<file path="config.mk">
export PLATFORM = sky130hd
export DESIGN_NAME = decode_pipe_flat
export DESIGN_NICKNAME = d
export VERILOG_FILES = /design/src/rtl/decode_pkg.sv /design/src/rtl/decode_pipe_if.sv /design/src/rtl/decode_scoreboard.sv /design/src/rtl/decode_pipe.sv /design/src/flat_wrapper.sv
export SDC_FILE = /design/constraint.sdc
export NUM_CORES = 1
export LEC_CHECK = 0
export ABC_AREA = 1
export BUFFER_PORTS_ARGS = -buffer_cell sky130_fd_sc_hd__buf_2
export CORE_ASPECT_RATIO = 1.25
export CORE_UTILIZATION = 55
export CTS_BUF_LIST = sky130_fd_sc_hd__clkbuf_16
export CTS_CLUSTER_DIAMETER = 100
export DETAILED_ROUTE_END_ITERATION = 10
export PLACE_DENSITY = 0.76
export REMOVE_ABC_BUFFERS = 1
export SYNTH_ARGS = -nofsm -noshare
export SYNTH_HDL_FRONTEND = slang
export SYNTH_SLANG_ARGS = --single-unit
</file>
<file path="constraint.sdc">
create_clock -name clk -period 3.8 [get_ports clk]
set_clock_uncertainty 0.15 [all_clocks]
set_input_delay 0.57 -clock clk [delete_from_list [all_inputs] [get_ports clk]]
set_output_delay 0.57 -clock clk [all_outputs]
set_load 0.02 [all_outputs]
</file>
<file path="src/rtl/decode_pkg.sv">
// decode_pkg: default sizing for the decode/operand-fetch stage.
// DATA_W  register and operand width
// NREG    architectural register count
// CNT_W   pending-write counter width (max outstanding writes = 2^CNT_W-1)
package decode_pkg;

  localparam int DATA_W  = 16;
  localparam int NREG    = 8;
  localparam int CNT_W   = 2;
  localparam int REG_W   = $clog2(NREG);
  localparam int CNT_MAX = (1 << CNT_W) - 1;

endpackage : decode_pkg

</file>
<file path="src/rtl/decode_pipe_if.sv">
// decode_pipe_if: fetch-side, execute-side and write-back signals of the
// decode stage. The slave modport is the decode stage itself; the master
// modport is its environment (fetch, execute, write-back).
interface decode_pipe_if #(
  parameter int DATA_W = 16,
  parameter int REG_W  = 3
);

  // fetch side
  logic              in_valid;
  logic              in_ready;
  logic [15:0]       in_instr;
  logic [15:0]       in_pc;
  logic [REG_W-1:0]  in_rs_sel;
  logic [REG_W-1:0]  in_rt_sel;
  logic              in_rs_use;
  logic              in_rt_use;
  logic [REG_W-1:0]  in_rd_sel;
  logic              in_rd_wen;

  // execute side
  logic              out_valid;
  logic              out_ready;
  logic [15:0]       out_instr;
  logic [15:0]       out_pc;
  logic [DATA_W-1:0] out_rs_data;
  logic [DATA_W-1:0] out_rt_data;
  logic [REG_W-1:0]  out_rd_sel;
  logic              out_rd_wen;
  logic              flush;

  // write-back and status
  logic              wb_en;
  logic [REG_W-1:0]  wb_sel;
  logic [DATA_W-1:0] wb_data;
  logic              busy;
  logic              err;

  modport slave (
    input  in_valid, in_instr, in_pc, in_rs_sel, in_rt_sel, in_rs_use, in_rt_use,
           in_rd_sel, in_rd_wen, out_ready, flush, wb_en, wb_sel, wb_data,
    output in_ready, out_valid, out_instr, out_pc, out_rs_data, out_rt_data,
           out_rd_sel, out_rd_wen, busy, err
  );

  modport master (
    output in_valid, in_instr, in_pc, in_rs_sel, in_rt_sel, in_rs_use, in_rt_use,
           in_rd_sel, in_rd_wen, out_ready, flush, wb_en, wb_sel, wb_data,
    input  in_ready, out_valid, out_instr, out_pc, out_rs_data, out_rt_data,
           out_rd_sel, out_rd_wen, busy, err
  );

endinterface : decode_pipe_if

</file>
<file path="src/rtl/decode_scoreboard.sv">
// decode_scoreboard: one pending-write counter per register. Counters go up
// when a writer is accepted, down on write-back and when a writer is killed
// in the output slot. Reports RAW hazards for two sources, destination
// saturation, busy and a sticky error for write-back with nothing pending.
// Optional feature macro: DECODE_WB_BYPASS_EN (a counter at 1 being written
// back this cycle is not a hazard).
module decode_scoreboard #(
  parameter int NREG  = decode_pkg::NREG,
  parameter int CNT_W = decode_pkg::CNT_W,
  parameter int REG_W = $clog2(NREG)
) (
  input  logic             clk,
  input  logic             rst,
  input  logic             inc_en,
  input  logic [REG_W-1:0] inc_sel,
  input  logic             fl_en,
  input  logic [REG_W-1:0] fl_sel,
  input  logic             wb_en,
  input  logic [REG_W-1:0] wb_sel,
  input  logic [REG_W-1:0] rs_sel,
  input  logic             rs_use,
  input  logic [REG_W-1:0] rt_sel,
  input  logic             rt_use,
  input  logic [REG_W-1:0] rd_sel,
  input  logic             rd_wen,
  output logic             hazard,
  output logic             sat,
  output logic             busy,
  output logic             err
);
  import decode_pkg::*;

  localparam logic [CNT_W-1:0] CNT_ZERO = {CNT_W{1'b0}};
  localparam logic [CNT_W-1:0] CNT_ONE  = CNT_W'(1);
  localparam logic [CNT_W-1:0] CNT_FULL = {CNT_W{1'b1}};

  logic [CNT_W-1:0] cnt_q [NREG];
  logic [CNT_W-1:0] cnt_d [NREG];
  logic [CNT_W+1:0] sum_s [NREG];
  logic             err_q, err_d;
  logic             busy_q, busy_d;
  logic             haz_rs_s, haz_rt_s;

  // Next counters: net change is +accept -writeback -flush, never below zero
  always_comb begin
    err_d  = err_q;
    busy_d = 1'b0;
    for (int i = 0; i < NREG; i++) begin
      sum_s[i] = {2'b00, cnt_q[i]};
      if (inc_en && (inc_sel == REG_W'(i))) sum_s[i] = sum_s[i] + (CNT_W+2)'(1);
      else                                  sum_s[i] = sum_s[i];
      if (wb_en && (wb_sel == REG_W'(i))) begin
        if (cnt_q[i] != CNT_ZERO) sum_s[i] = sum_s[i] - (CNT_W+2)'(1);
        else                      err_d    = 1'b1;
      end else begin
        sum_s[i] = sum_s[i];
      end
      if (fl_en && (fl_sel == REG_W'(i))) sum_s[i] = sum_s[i] - (CNT_W+2)'(1);
      else                                sum_s[i] = sum_s[i];
      if (sum_s[i][CNT_W+1]) cnt_d[i] = CNT_ZERO;
      else                   cnt_d[i] = sum_s[i][CNT_W-1:0];
      busy_d = busy_d | (cnt_d[i] != CNT_ZERO);
    end
  end

  // Hazard and saturation lookup against the current counters
  always_comb begin
    haz_rs_s = rs_use && (cnt_q[rs_sel] != CNT_ZERO);
    haz_rt_s = rt_use && (cnt_q[rt_sel] != CNT_ZERO);
`ifdef DECODE_WB_BYPASS_EN
    if ((cnt_q[rs_sel] == CNT_ONE) && wb_en && (wb_sel == rs_sel)) haz_rs_s = 1'b0;
    else                                                           haz_rs_s = haz_rs_s;
    if ((cnt_q[rt_sel] == CNT_ONE) && wb_en && (wb_sel == rt_sel)) haz_rt_s = 1'b0;
    else                                                           haz_rt_s = haz_rt_s;
`endif
    hazard = haz_rs_s || haz_rt_s;
    sat    = rd_wen && (cnt_q[rd_sel] == CNT_FULL);
  end

  // Counter, busy and sticky error state
  always_ff @(posedge clk or negedge rst) begin
    if (!rst) begin
      for (int i = 0; i < NREG; i++) cnt_q[i] <= CNT_ZERO;
      err_q  <= 1'b0;
      busy_q <= 1'b0;
    end else begin
      for (int i = 0; i < NREG; i++) cnt_q[i] <= cnt_d[i];
      err_q  <= err_d;
      busy_q <= busy_d;
    end
  end

  assign busy = busy_q;
  assign err  = err_q;

endmodule : decode_scoreboard

</file>
<file path="src/rtl/decode_pipe.sv">
// decode_pipe: pipelined decode/operand-fetch stage. Holds the register file
// and a single valid/ready output slot; stalls on RAW hazards and counter
// saturation reported by decode_scoreboard.
// Optional feature macro: DECODE_WB_BYPASS_EN (same-cycle write-back is
// forwarded into operand capture and clears a last-pending hazard).
module decode_pipe #(
  parameter int DATA_W = decode_pkg::DATA_W,
  parameter int NREG   = decode_pkg::NREG,
  parameter int CNT_W  = decode_pkg::CNT_W
) (
  input  logic          clk,
  input  logic          rst,
  decode_pipe_if.slave  bus
);
  import decode_pkg::*;

  localparam int REG_W = $clog2(NREG);

  logic [DATA_W-1:0] rf_q [NREG];
  logic [DATA_W-1:0] rf_d [NREG];

  logic              out_valid_q, out_valid_d;
  logic [15:0]       out_instr_q, out_instr_d;
  logic [15:0]       out_pc_q, out_pc_d;
  logic [DATA_W-1:0] out_rs_data_q, out_rs_data_d;
  logic [DATA_W-1:0] out_rt_data_q, out_rt_data_d;
  logic [REG_W-1:0]  out_rd_sel_q, out_rd_sel_d;
  logic              out_rd_wen_q, out_rd_wen_d;

  logic              hazard_s, sat_s, in_ready_s, accept_s, fl_en_s;
  logic [DATA_W-1:0] rs_rd_s, rt_rd_s;

  decode_scoreboard #(.NREG(NREG), .CNT_W(CNT_W), .REG_W(REG_W)) u_sb (
    .clk     (clk),
    .rst     (rst),
    .inc_en  (accept_s && bus.in_rd_wen),
    .inc_sel (bus.in_rd_sel),
    .fl_en   (fl_en_s),
    .fl_sel  (out_rd_sel_q),
    .wb_en   (bus.wb_en),
    .wb_sel  (bus.wb_sel),
    .rs_sel  (bus.in_rs_sel),
    .rs_use  (bus.in_rs_use),
    .rt_sel  (bus.in_rt_sel),
    .rt_use  (bus.in_rt_use),
    .rd_sel  (bus.in_rd_sel),
    .rd_wen  (bus.in_rd_wen),
    .hazard  (hazard_s),
    .sat     (sat_s),
    .busy    (bus.busy),
    .err     (bus.err)
  );

  // Handshake: ready depends on state and stall inputs only, never on in_valid
  always_comb begin
    in_ready_s = !bus.flush && !hazard_s && !sat_s && (!out_valid_q || bus.out_ready);
    accept_s   = bus.in_valid && in_ready_s;
    fl_en_s    = bus.flush && out_valid_q && out_rd_wen_q;
  end

  // Operand read, optionally forwarding the write-back happening this cycle
  always_comb begin
    rs_rd_s = rf_q[bus.in_rs_sel];
    rt_rd_s = rf_q[bus.in_rt_sel];
`ifdef DECODE_WB_BYPASS_EN
    if (bus.wb_en && (bus.wb_sel == bus.in_rs_sel)) rs_rd_s = bus.wb_data;
    else                                            rs_rd_s = rs_rd_s;
    if (bus.wb_en && (bus.wb_sel == bus.in_rt_sel)) rt_rd_s = bus.wb_data;
    else                                            rt_rd_s = rt_rd_s;
`endif
  end

  // Register file write port
  always_comb begin
    for (int i = 0; i < NREG; i++) begin
      if (bus.wb_en && (bus.wb_sel == REG_W'(i))) rf_d[i] = bus.wb_data;
      else                                        rf_d[i] = rf_q[i];
    end
  end

  // Output slot: flush kills it, accept reloads it, consume empties it
  always_comb begin
    out_valid_d   = out_valid_q;
    out_instr_d   = out_instr_q;
    out_pc_d      = out_pc_q;
    out_rs_data_d = out_rs_data_q;
    out_rt_data_d = out_rt_data_q;
    out_rd_sel_d  = out_rd_sel_q;
    out_rd_wen_d  = out_rd_wen_q;
    if (bus.flush) begin
      out_valid_d = 1'b0;
    end else if (accept_s) begin
      out_valid_d   = 1'b1;
      out_instr_d   = bus.in_instr;
      out_pc_d      = bus.in_pc;
      out_rs_data_d = rs_rd_s;
      out_rt_data_d = rt_rd_s;
      out_rd_sel_d  = bus.in_rd_sel;
      out_rd_wen_d  = bus.in_rd_wen;
    end else if (out_valid_q && bus.out_ready) begin
      out_valid_d = 1'b0;
    end else begin
      out_valid_d = out_valid_q;
    end
  end

  // Register file and output slot state
  always_ff @(posedge clk or negedge rst) begin
    if (!rst) begin
      for (int i = 0; i < NREG; i++) rf_q[i] <= {DATA_W{1'b0}};
      out_valid_q   <= 1'b0;
      out_instr_q   <= 16'h0000;
      out_pc_q      <= 16'h0000;
      out_rs_data_q <= {DATA_W{1'b0}};
      out_rt_data_q <= {DATA_W{1'b0}};
      out_rd_sel_q  <= {REG_W{1'b0}};
      out_rd_wen_q  <= 1'b0;
    end else begin
      for (int i = 0; i < NREG; i++) rf_q[i] <= rf_d[i];
      out_valid_q   <= out_valid_d;
      out_instr_q   <= out_instr_d;
      out_pc_q      <= out_pc_d;
      out_rs_data_q <= out_rs_data_d;
      out_rt_data_q <= out_rt_data_d;
      out_rd_sel_q  <= out_rd_sel_d;
      out_rd_wen_q  <= out_rd_wen_d;
    end
  end

  assign bus.in_ready    = in_ready_s;
  assign bus.out_valid   = out_valid_q;
  assign bus.out_instr   = out_instr_q;
  assign bus.out_pc      = out_pc_q;
  assign bus.out_rs_data = out_rs_data_q;
  assign bus.out_rt_data = out_rt_data_q;
  assign bus.out_rd_sel  = out_rd_sel_q;
  assign bus.out_rd_wen  = out_rd_wen_q;

endmodule : decode_pipe

</file>
<file path="src/flat_wrapper.sv">
// flat-port wrapper written by rule: the top's interface ports become plain ports
module decode_pipe_flat import decode_pkg::*;
#(
  parameter int DATA_W = decode_pkg::DATA_W,
  parameter int NREG   = decode_pkg::NREG,
  parameter int CNT_W  = decode_pkg::CNT_W
)
  (clk, rst, bus_in_valid, bus_in_instr, bus_in_pc, bus_in_rs_sel, bus_in_rt_sel, bus_in_rs_use, bus_in_rt_use, bus_in_rd_sel, bus_in_rd_wen, bus_out_ready, bus_flush, bus_wb_en, bus_wb_sel, bus_wb_data, bus_in_ready, bus_out_valid, bus_out_instr, bus_out_pc, bus_out_rs_data, bus_out_rt_data, bus_out_rd_sel, bus_out_rd_wen, bus_busy, bus_err);
  decode_pipe_if #(.DATA_W(DATA_W), .REG_W(REG_W)) bus_i ();
  input  logic clk;
  input  logic rst;
  input wire logic [$bits(bus_i.in_valid)-1:0] bus_in_valid;
  input wire logic [$bits(bus_i.in_instr)-1:0] bus_in_instr;
  input wire logic [$bits(bus_i.in_pc)-1:0] bus_in_pc;
  input wire logic [$bits(bus_i.in_rs_sel)-1:0] bus_in_rs_sel;
  input wire logic [$bits(bus_i.in_rt_sel)-1:0] bus_in_rt_sel;
  input wire logic [$bits(bus_i.in_rs_use)-1:0] bus_in_rs_use;
  input wire logic [$bits(bus_i.in_rt_use)-1:0] bus_in_rt_use;
  input wire logic [$bits(bus_i.in_rd_sel)-1:0] bus_in_rd_sel;
  input wire logic [$bits(bus_i.in_rd_wen)-1:0] bus_in_rd_wen;
  input wire logic [$bits(bus_i.out_ready)-1:0] bus_out_ready;
  input wire logic [$bits(bus_i.flush)-1:0] bus_flush;
  input wire logic [$bits(bus_i.wb_en)-1:0] bus_wb_en;
  input wire logic [$bits(bus_i.wb_sel)-1:0] bus_wb_sel;
  input wire logic [$bits(bus_i.wb_data)-1:0] bus_wb_data;
  output wire logic [$bits(bus_i.in_ready)-1:0] bus_in_ready;
  output wire logic [$bits(bus_i.out_valid)-1:0] bus_out_valid;
  output wire logic [$bits(bus_i.out_instr)-1:0] bus_out_instr;
  output wire logic [$bits(bus_i.out_pc)-1:0] bus_out_pc;
  output wire logic [$bits(bus_i.out_rs_data)-1:0] bus_out_rs_data;
  output wire logic [$bits(bus_i.out_rt_data)-1:0] bus_out_rt_data;
  output wire logic [$bits(bus_i.out_rd_sel)-1:0] bus_out_rd_sel;
  output wire logic [$bits(bus_i.out_rd_wen)-1:0] bus_out_rd_wen;
  output wire logic [$bits(bus_i.busy)-1:0] bus_busy;
  output wire logic [$bits(bus_i.err)-1:0] bus_err;
  assign bus_i.in_valid = bus_in_valid;
  assign bus_i.in_instr = bus_in_instr;
  assign bus_i.in_pc = bus_in_pc;
  assign bus_i.in_rs_sel = bus_in_rs_sel;
  assign bus_i.in_rt_sel = bus_in_rt_sel;
  assign bus_i.in_rs_use = bus_in_rs_use;
  assign bus_i.in_rt_use = bus_in_rt_use;
  assign bus_i.in_rd_sel = bus_in_rd_sel;
  assign bus_i.in_rd_wen = bus_in_rd_wen;
  assign bus_i.out_ready = bus_out_ready;
  assign bus_i.flush = bus_flush;
  assign bus_i.wb_en = bus_wb_en;
  assign bus_i.wb_sel = bus_wb_sel;
  assign bus_i.wb_data = bus_wb_data;
  assign bus_in_ready = bus_i.in_ready;
  assign bus_out_valid = bus_i.out_valid;
  assign bus_out_instr = bus_i.out_instr;
  assign bus_out_pc = bus_i.out_pc;
  assign bus_out_rs_data = bus_i.out_rs_data;
  assign bus_out_rt_data = bus_i.out_rt_data;
  assign bus_out_rd_sel = bus_i.out_rd_sel;
  assign bus_out_rd_wen = bus_i.out_rd_wen;
  assign bus_busy = bus_i.busy;
  assign bus_err = bus_i.err;
  decode_pipe #(.DATA_W(DATA_W), .NREG(NREG), .CNT_W(CNT_W)) u_core (.clk(clk), .rst(rst), .bus(bus_i));
endmodule
</file>
==> results.toml <==
[clock_tree]
path_clk_slew_ns = 0.07
cts_root_buffer = "clkbuf_16"
cts_sinks = 215
tritoncts = "yes"
clockBufferDepth = 3
insertion_delay_ns = 0.52
htree_levels = 1
cts_made_buffers = 23

[layout]
layout.cells.non_filler = 2042
fillers = 1882
final_layout_size_suffix_gt1_share_pct = 13.1
area_growth_pct = 13.9
seq_area_um2 = 5380
fin_nets = 1842
multi_input_area_um2 = 5710

[global_route]
overflow = 0
first_global_vias = 11200
gr-usage-all-layers_pct = 30.9
grt_max_degree = 87
antenna_found_initial = 1
grt_first_pass_wirelength_um = 55600

[run]
cap_violations = 0

[detailed_routing]
wl_met1_um = 13500
first_iter_violations = 1055
ant_nets = 0
routed-wl-met3_um = 2580
wl_met2_um = 16500
wl_per_cell_um = 16.6
drc_errors = 0
via_per_inst = 5.72
vias = 11700
finalWirelength_um = 34000
firstDrtPassIters = 6
top_layer_used = "met4"

[setup_path]
crit_chain = "nor2_1 -> nand2_1 -> nand3_1 -> nand3_1 -> nand3_1 -> nand2_2 -> nor2_8 -> nand3_4 -> nor2_4 -> nand2_1 -> nand2_1 -> inv_1 -> ha_1 -> or2_2 -> nand2_1 -> inv_1 -> nand2_1 -> nand2_1 -> nand2_1 -> nand2_1 -> nor2_1 -> nand4_1"
cpMostUsedCell = "nand2_1"
critPathArrivalTime_ns = 3.71
crit_required_ns = 4.03
end_kind = "register"
critPathMaxFanout = 9
critPathKind = "reg2reg"
startpoint_type = "register"
slowest_stage = "dfrtp_1"
max_stage_delay_ns = 0.46
worstPathBufferInverterCount = 2
crit_family = "simple AND/OR/NAND/NOR gates"

[sta]
fmax_mhz = 288
tightestPinTransition_ns = 0.698
fin_crit_ns = 3.48
drv_slew = 0
setup_slack_ns = 0.324
hold_viol = 0
finalSetupViolations = 0
fin_setup_tns_ns = 0
rsz0062_at_grt = "false"
slew_headroom_pct = 53.5
timing.final.crit_share_pct = 91.5

[floorplan]
boundaryPins = 141
core_um2 = 21000
die-area_um2 = 22300
rows = 59
die_y_um = 167
fp.dieW_um = 134
start_util_pct = 56.7

[synth]
ys_seq_area_share_pct = 45.1
ys_ff_latch = 215
syn-cell-area_um2 = 11900
yosysWarnings = 0
yosysUniqueCellTypes = 35
synthCells = 1648
syn_area_per_cell_um2 = 7.24

[power_and_ir_drop]
p_leak_nw = 6.90
peakVddDrop_v = 0.000399
pwr_density_cell_nw_per_um2 = 626

[worst_hold_path]
hp-class = "in2reg"

[placement]
place_ws_ns = 0.229
dp.cells = 1999
portBuffers = 140
hpwl_um = 21900
gp_congestion = 0.986

[outcome]
outcome = "finished clean"
## per-layer routing
metal / up-vias / track usage [%]
li1: 5614 / -
met5: - / 0
met2: 549 / 52.2
met1: 5406 / 39.2
met3: 120 / 4.02
met4: 0 / 14.7
## tightest hold or removal path, stage by stage
cell	delay, ns
buf_2	0.07
nand2_1	0.04
nand2_1	0.05
## layout by cell type, fill, tap and decap left out, types with 23 or more instances in the layout
cell       netlist  layout
o22ai_1         32      32
clkbuf_16        0      23
nand3_1         64      64
dfrtp_1        215     215
nor2_1         203     203
inv_1          129     130
o21ai_0        325     325
nand2_1        470     469
buf_2            1     139
o221ai_1        32      32
buf_4            1      23
## cells in the mapped netlist
cell | instances | area share [%]
inv_2 | 6 | 0.19
nand2_4 | 1 | 0.094
a32o_1 | 1 | 0.084
ha_1 | 22 | 2.3
buf_2 | 1 | 0.042
buf_4 | 1 | 0.063
clkbuf_1 | 85 | 2.7
buf_6 | 1 | 0.094
nand4_1 | 16 | 0.84
o22ai_1 | 32 | 1.7
nand3_1 | 64 | 2.7
dfrtp_1 | 215 | 45
a221oi_1 | 1 | 0.073
nor3_2 | 1 | 0.084
a21oi_1 | 6 | 0.25
o21ai_1 | 2 | 0.084
nor2_2 | 2 | 0.10
o221ai_1 | 32 | 2.3
nand2_2 | 3 | 0.16
xor2_1 | 2 | 0.15
o21ai_0 | 325 | 14
nand3_2 | 10 | 0.84
nand4_2 | 2 | 0.21
a22o_1 | 1 | 0.073
inv_1 | 129 | 4.1
nand3_4 | 1 | 0.15
nor2_1 | 203 | 6.4
clkinv_1 | 2 | 0.063
nand2_1 | 470 | 15
nand3b_1 | 1 | 0.063
nor2_8 | 1 | 0.17
and2_1 | 4 | 0.21
or2_2 | 2 | 0.10
nor2_4 | 2 | 0.19
buf_1 | 1 | 0.031
## power breakdown
part	leakage, nW	internal [mW]	switching (mW)
clock	0.344	1.18	0.942
sequential	2.69	2.96	0.521
combinational	3.87	1.02	1.90
total	6.90	5.16	3.36
## area by class of cell
class                   count  share of cell area (%)
diodes                      1                  0.0184
well taps                 274                    2.52
clock buffers              23                    4.23
inverters                 137                    3.78
flip-flops and latches    215                    39.6
multi-input cells        1207                    42.0
repair buffers            167                    7.01
clock inverters            18                   0.901
## per-stage QoR
stage	utilization, %	hold WS, ns	instance area, um^2	power, mW
finish	64.7	0.0984	13600	8.52
global route	64.7	0.0927	13600	9.10
CTS	64.6	0.0920	13600	8.55
detailed placement	61.3	0.309	12900	6.42
global placement	61.3	0.307	12900	6.33
floorplan	-	0.124	11600	5.37
## kinds of logic after synthesis
family,after synthesis,synth area share [%]
xor+xnor,2,0.147
buf+inv,226,7.21
compound gates,400,18.2
fa+ha+maj,22,2.31
flops,215,45.1
simple gates,783,27.1
## final timing paths
kind                                     startpoint                         end  slack (ns)  cells after the start
max                            u_core.u_sb.cnt_q[0]            u_core.u_sb.busy        0.32                     22
min                                 bus_in_instr[6]     u_core.bus.out_instr[6]         0.1                      3
max reg2reg                    u_core.u_sb.cnt_q[0]            u_core.u_sb.busy        0.32                     22
min reg2reg                u_core.bus.out_instr[14]    u_core.bus.out_instr[14]        0.32                      2
max in group asynchronous                       rst     u_core.bus.out_instr[2]        2.19                      3
min in group asynchronous                       rst  u_core.bus.out_rs_data[11]        0.52                      2
## state kept, by name, summed over array words and instances, names as in the netlist
register                flops
u_core.bus.out_rs_data     16
u_core.bus.out_pc          16
u_core.u_sb.cnt_q          16
u_core.u_sb.err             1
u_core.bus.out_valid        1
u_core.bus.out_instr       16
u_core.bus.out_rd_wen       1
u_core.rf_q               128
u_core.bus.out_rt_data     16
u_core.bus.out_rd_sel       3
u_core.u_sb.busy            1
## timing repair
item | in CTS | in global routing
hold endpoints to repair | 84 | 0
hold buffers | 1 | 0
endpoints found under the setup margin | 0 | 0
buffers inserted | 0 | 0
gates resized for setup | 0 | 0
No activity file was read; power rests on OpenSTA's default activity.
